File: config.mk
export PLATFORM = sky130hd
export DESIGN_NAME = ocs_tx_slot_sched
export DESIGN_NICKNAME = d
export VERILOG_FILES = /design/src/rtl/ocs_pkg.sv /design/src/rtl/ocs_rr_arbiter.sv /design/src/rtl/ocs_tx_slot_sched.sv
export SDC_FILE = /design/constraint.sdc
export NUM_CORES = 1
export LEC_CHECK = 0
export CORE_MARGIN = 3
export CORE_UTILIZATION = 41
export DETAILED_ROUTE_END_ITERATION = 7
export SETUP_SLACK_MARGIN = 0.3
export SLEW_MARGIN = 20
export SYNTH_ARGS = -nofsm -noshare
export SYNTH_HDL_FRONTEND = slang
export SYNTH_SLANG_ARGS = --single-unit
File: constraint.sdc
create_clock -name i_clk -period 5.7 [get_ports i_clk]
set_input_delay 1.425 -clock i_clk [delete_from_list [all_inputs] [get_ports i_clk]]
set_output_delay 1.425 -clock i_clk [all_outputs]
set_load 0.03 [all_outputs]
File: src/rtl/ocs_pkg.sv
// Shared OCS constants and the transmit scheduler state encoding.
package ocs_pkg;

    localparam int unsigned C_SLOT_LEN     = 32'h0000_5CD0;
    localparam int unsigned C_CONFIG_DELAY = 32'h0000_0100;
    localparam int unsigned C_GUARD        = 32'h0000_0040;
    localparam int unsigned C_BUDGET_W     = 16;

    typedef enum logic [1:0] {
        S_WAIT = 2'd0,
        S_ARB  = 2'd1,
        S_XFER = 2'd2
    } sched_state_t;

endpackage

File: src/rtl/ocs_rr_arbiter.sv
// Combinational round-robin pick: first eligible index at or after the pointer, wrapping.
module ocs_rr_arbiter #(
    parameter int unsigned P_NUM_REQ = 4,
    parameter int unsigned P_PTR_W   = $clog2(P_NUM_REQ)
) (
    input  logic [P_NUM_REQ-1:0] i_elig,
    input  logic [P_PTR_W-1:0]   i_rr_ptr,
    output logic [P_NUM_REQ-1:0] o_win_c,
    output logic                 o_valid_c
);

    logic [P_PTR_W-1:0] w_idx;

    always_comb begin
        o_win_c   = '0;
        o_valid_c = 1'b0;
        w_idx     = '0;
        for (int unsigned k = 0; k < P_NUM_REQ; k++) begin
            w_idx = P_PTR_W'((32'(i_rr_ptr) + k) % P_NUM_REQ);
            if (!o_valid_c && i_elig[w_idx]) begin
                o_win_c[w_idx] = 1'b1;
                o_valid_c      = 1'b1;
            end
        end
    end

endmodule

File: src/rtl/ocs_tx_slot_sched.sv
// Per-slot TX scheduler: round-robin grants that only start when the whole packet
// fits in the remaining slot budget, so no packet straddles a reconfiguration.
module ocs_tx_slot_sched
    import ocs_pkg::*;
#(
    parameter int unsigned P_NUM_REQ  = 4,
    parameter int unsigned P_SLOT_LEN = C_SLOT_LEN,
    parameter int unsigned P_GUARD    = C_GUARD,
    parameter int unsigned P_LEN_W    = 16
) (
    input  logic                           i_clk,
    input  logic                           i_rst,
    input  logic                           i_slot_start,
    input  logic                           i_slot_id,
    input  logic [P_NUM_REQ-1:0]           i_req,
    input  logic [P_NUM_REQ-1:0]           i_req_dest,
    input  logic [P_NUM_REQ*P_LEN_W-1:0]   i_req_len,
    input  logic                           i_tx_ready,
    output logic [P_NUM_REQ-1:0]           o_grant,
    output logic                           o_tx_active,
    output logic                           o_pkt_done,
    output logic                           o_abort,
    output logic                           o_slot_open
);

    localparam int unsigned PTR_W = $clog2(P_NUM_REQ);
    localparam int unsigned BUD_W = C_BUDGET_W;
    localparam int unsigned CMP_W = (P_LEN_W > BUD_W) ? P_LEN_W : BUD_W;
    localparam logic [BUD_W-1:0] BUDGET_LOAD = BUD_W'(P_SLOT_LEN - P_GUARD);

    sched_state_t           r_state;
    logic [BUD_W-1:0]       r_budget;
    logic                   r_slot_id;
    logic                   r_slot_open;
    logic [PTR_W-1:0]       r_rr_ptr;
    logic [P_LEN_W-1:0]     r_beats;
    logic [P_NUM_REQ-1:0]   r_grant;
    logic                   r_tx_active;
    logic                   r_pkt_done;
    logic                   r_abort;

    logic [P_LEN_W-1:0]     w_len_eff [P_NUM_REQ];
    logic [P_NUM_REQ-1:0]   w_elig;
    logic [P_NUM_REQ-1:0]   w_win;
    logic                   w_win_vld;
    logic [PTR_W-1:0]       w_win_idx;
    logic [P_LEN_W-1:0]     w_win_len;
    logic [PTR_W-1:0]       w_rr_nxt;

    // Zero-length heads still occupy one beat; fit check uses this cycle's budget.
    always_comb begin
        w_len_eff = '{default: '0};
        w_elig    = '0;
        for (int unsigned i = 0; i < P_NUM_REQ; i++) begin
            w_len_eff[i] = (i_req_len[i*P_LEN_W +: P_LEN_W] == '0) ? P_LEN_W'(1)
                                                                   : i_req_len[i*P_LEN_W +: P_LEN_W];
            w_elig[i]    = i_req[i] & (i_req_dest[i] == r_slot_id)
                         & (CMP_W'(w_len_eff[i]) <= CMP_W'(r_budget));
        end
    end

    ocs_rr_arbiter #(
        .P_NUM_REQ (P_NUM_REQ),
        .P_PTR_W   (PTR_W)
    ) u_arb (
        .i_elig    (w_elig),
        .i_rr_ptr  (r_rr_ptr),
        .o_win_c   (w_win),
        .o_valid_c (w_win_vld)
    );

    always_comb begin
        w_win_idx = '0;
        for (int unsigned i = 0; i < P_NUM_REQ; i++) begin
            if (w_win[i]) w_win_idx = PTR_W'(i);
        end
    end

    assign w_win_len = w_len_eff[w_win_idx];
    assign w_rr_nxt  = PTR_W'((32'(w_win_idx) + 32'd1) % P_NUM_REQ);

    always_ff @(posedge i_clk or posedge i_rst) begin
        if (i_rst) begin
            r_state     <= S_WAIT;
            r_budget    <= '0;
            r_slot_id   <= 1'b0;
            r_slot_open <= 1'b0;
            r_rr_ptr    <= '0;
            r_beats     <= '0;
            r_grant     <= '0;
            r_tx_active <= 1'b0;
            r_pkt_done  <= 1'b0;
            r_abort     <= 1'b0;
        end else begin
            r_pkt_done <= 1'b0;
            r_abort    <= 1'b0;

            if (i_slot_start) begin
                r_slot_id   <= i_slot_id;
                r_budget    <= BUDGET_LOAD;
                r_slot_open <= (BUDGET_LOAD != '0);
            end else if (r_budget != '0) begin
                r_budget    <= r_budget - BUD_W'(1);
                r_slot_open <= (r_budget != BUD_W'(1));
            end else begin
                r_slot_open <= 1'b0;
            end

            case (r_state)
                S_WAIT: begin
                    if (i_slot_start) r_state <= S_ARB;
                end
                S_ARB: begin
                    if (i_slot_start) begin
                        r_state <= S_ARB;
                    end else if (r_budget == '0) begin
                        r_state <= S_WAIT;
                    end else if (w_win_vld) begin
                        r_grant     <= w_win;
                        r_tx_active <= 1'b1;
                        r_beats     <= w_win_len;
                        r_rr_ptr    <= w_rr_nxt;
                        r_state     <= S_XFER;
                    end
                end
                S_XFER: begin
                    // A new slot wins over completion landing in the same cycle.
                    if (i_slot_start) begin
                        r_grant     <= '0;
                        r_tx_active <= 1'b0;
                        r_abort     <= 1'b1;
                        r_state     <= S_ARB;
                    end else if (i_tx_ready && (r_beats == P_LEN_W'(1))) begin
                        r_grant     <= '0;
                        r_tx_active <= 1'b0;
                        r_pkt_done  <= 1'b1;
                        r_state     <= S_ARB;
                    end else begin
                        if (i_tx_ready) r_beats <= r_beats - P_LEN_W'(1);
                        if (r_budget == '0) begin
                            r_grant     <= '0;
                            r_tx_active <= 1'b0;
                            r_abort     <= 1'b1;
                            r_state     <= S_WAIT;
                        end
                    end
                end
                default: r_state <= S_WAIT;
            endcase
        end
    end

    assign o_grant     = r_grant;
    assign o_tx_active = r_tx_active;
    assign o_pkt_done  = r_pkt_done;
    assign o_abort     = r_abort;
    assign o_slot_open = r_slot_open;

endmodule
==> impl_metrics.json <==
{
  "status": "finished, final reports clean",
  "cts_tree": "yes",
  "drt_wl_total_um": 20200,
  "synth-edff-count": 0,
  "grt-ovfl-total": 0,
  "utilization": 0.524,
  "tightest_slew_ps": 879,
  "slew_violations": 0,
  "die-height_um": 122,
  "cts.htree.levels": 2,
  "synthCells": 712,
  "finalCritPeriodShare": 0.918,
  "postCtsHoldBufs": 0,
  "leakage_nw": 2.77,
  "grt_pass1_wl_um": 30700,
  "start_kind": "primary input",
  "drc": 0,
  "hold_viol": 0,
  "die_area_um2": 14900,
  "initialDrtViolationCount": 516,
  "min_period_ps": 5230,
  "ant_nets": 0,
  "crit_type": "primary input to flop",
  "arrival_ps": 5440,
  "ys.flop_type": "dfrtp_1",
  "antennaDiodeCount": 0,
  "antenna_found_initial": 0,
  "portBuffers": 84,
  "path_clk_slew_ps": 60,
  "whs_ps": 484,
  "fmax_mhz": 191,
  "grt_start_max_net_pins": 46,
  "vias": 5710,
  "cts_sinks": 45,
  "avgSynthCellArea_um2": 7.75,
  "cp-end-kind": "flop",
  "cp_top_family": "compound AO/OA/AOI/OAI gates",
  "cp_num_buf_inv": 2,
  "post_cts.repair.setup_buffers": 0,
  "irDropWorstVdd_uv": 181,
  "synth_fp_nets": 865,
  "fin_nets": 912,
  "cts-root-buf": "clkbuf_16",
  "synth.distinct_cells": 79,
  "hold_path_class": "flop to flop",
  "cp_max_fo": 18,
  "drive_gt1_frac": 0.113,
  "synth_warnings": 0,
  "slowest_delay_ps": 570,
  "placementRows": 41,
  "final_area_um2": 6740,
  "gp_congestion": 0.943,
  "synth-seq-area-share": 0.204,
  "grt_pass1_vias": 5424,
  "async_flop_share": 1.00,
  "clk_latency_ps": 300,
  "grt_usage": 0.272,
  "place_hpwl_um": 16800,
  "area_growth_pct": 22.3,
  "layout_commonest_cell": "clkdlybuf4s50_1",
  "max_slew_margin": 0.409,
  "syn-cell-area_um2": 5520,
  "drtPass1Iterations": 6,
  "start_util": 0.428,
  "setup_tns_ps": 0,
  "slowest_stage": "clkdlybuf4s50_1",
  "numCtsBuffers": 5,
  "drv_cap": 0,
  "finalPower_w": 0.00292,
  "viasPerCell": 6.13,
  "path_common_cell": "a31oi_1",
  "ios": 85,
  "ys_ff_latch": 45,
  "rsz0062_at_grt": "true",
  "cp_cell_sequence": "clkdlybuf4s50_1 -> ha_1 -> nand4_2 -> nor4_2 -> a21bo_2 -> a31oi_4 -> a22oi_1 -> and3_2 -> o211a_1 -> and3b_1 -> buf_4 -> o2111a_1 -> a31oi_1 -> a31oi_1",
  "die_x_um": 122,
  "ctsResizeCount": 0,
  "skew_ps": 11.7,
  "placed_cell_area_um2": 6530,
  "setup_viol": 0,
  "final_cell_mix": "clkdlybuf4s50_1 (84), ha_1 (76), nor2_1 (55)",
  "cp_data_required_time_ps": 5910,
  "clk_path_buf_depth": 2,
  "core_area_um2": 12900,
  "power_density_nw_per_um2": 433,
  "post_drt_wl_per_cell_um": 21.7
}
[final timing paths]
check                      slack, ps  depth (start not counted)                 endpoint                     start
min in group asynchronous       1600                          2   r_beats[8]$_DFFE_PP0P_                     i_rst
setup reg to reg                1650                         14   r_beats[9]$_DFFE_PP0P_  r_budget[13]$_DFFE_PP0P_
hold reg to reg                  480                          2  o_tx_active$_DFFE_PP0P_   o_tx_active$_DFFE_PP0P_
hold / removal                   480                          2  o_tx_active$_DFFE_PP0P_   o_tx_active$_DFFE_PP0P_
max in group asynchronous       3600                          2  o_tx_active$_DFFE_PP0P_                     i_rst
setup / recovery                 470                         14   r_beats[9]$_DFFE_PP0P_             i_req_len[60]
[routing by layer]
metal	track usage	vias to the layer above	share of wire
li1	-	2716	-
met1	0.372	2682	0.43
met2	0.439	269	0.46
met3	0.0409	43	0.076
met4	0.0952	0	0.034
met5	0	-	0
[cells by family after synthesis]
family | count (synthesis) | synth area share
compound gates | 205 | 0.262
fa+ha+maj | 76 | 0.172
xor+xnor | 15 | 0.0238
buf+inv | 116 | 0.0842
mux | 9 | 0.0179
simple gates | 246 | 0.235
flops | 45 | 0.204
[final cells by class]
class / count / area (µm²)
flip-flops and latches: 45 / 1130
multi-input cells: 551 / 3980
inverters: 32 / 121
well taps: 172 / 215
clock inverters: 2 / 35.0
repair buffers: 124 / 1140
clock buffers: 5 / 125
fillers: 1251 / 6130
[registers in the layout, indices dropped and copies added, names as in the netlist]
name,flops
o_tx_active,1
r_budget,16
o_grant,4
o_pkt_done,1
r_rr_ptr,2
r_slot_id,1
o_abort,1
r_state,2
r_beats,16
o_slot_open,1
[cells in the mapped netlist (all sizes together) (9+ instances only)]
library cell | count | area [µm²]
ha | 76 | 951
clkbuf | 73 | 274
nor2 | 55 | 206
nand2 | 51 | 191
a21oi | 50 | 262
dfrtp | 45 | 1130
o21ai | 41 | 205
inv | 31 | 116
nor3 | 25 | 135
a31oi | 23 | 159
nor4 | 22 | 144
nand3 | 21 | 110
nand4 | 20 | 138
a21o | 15 | 113
xnor2 | 15 | 131
buf | 11 | 70.1
o211ai | 11 | 82.6
nand2b | 9 | 56.3
[report_power, final]
part           leakage (nW)  internal, W  total [W]  switching (W)
registers             0.531     0.000418   0.000529       0.000111
logic                  2.16     0.000849    0.00206        0.00121
clock network        0.0797     0.000204   0.000335       0.000131
[worst reg2reg max path, delay by kind of cell (launching register included)]
kind / cells / cell delay [ps]
AND/OR/NAND/NOR: 4 / 1380
AO/OA/AOI/OAI: 7 / 1420
adder cells (fa/ha/maj): 1 / 380
flip-flops: 1 / 340
buffers and inverters: 2 / 460
[metrics by stage]
stage,instances,setup slack [ps]
2_1_floorplan,712,1160
3_3_place_gp,924,96.4
3_5_place_dp,924,15.7
4_1_cts,931,325
5_1_grt,931,224
6_report,931,468
No activity file was read; power rests on OpenSTA's default activity.
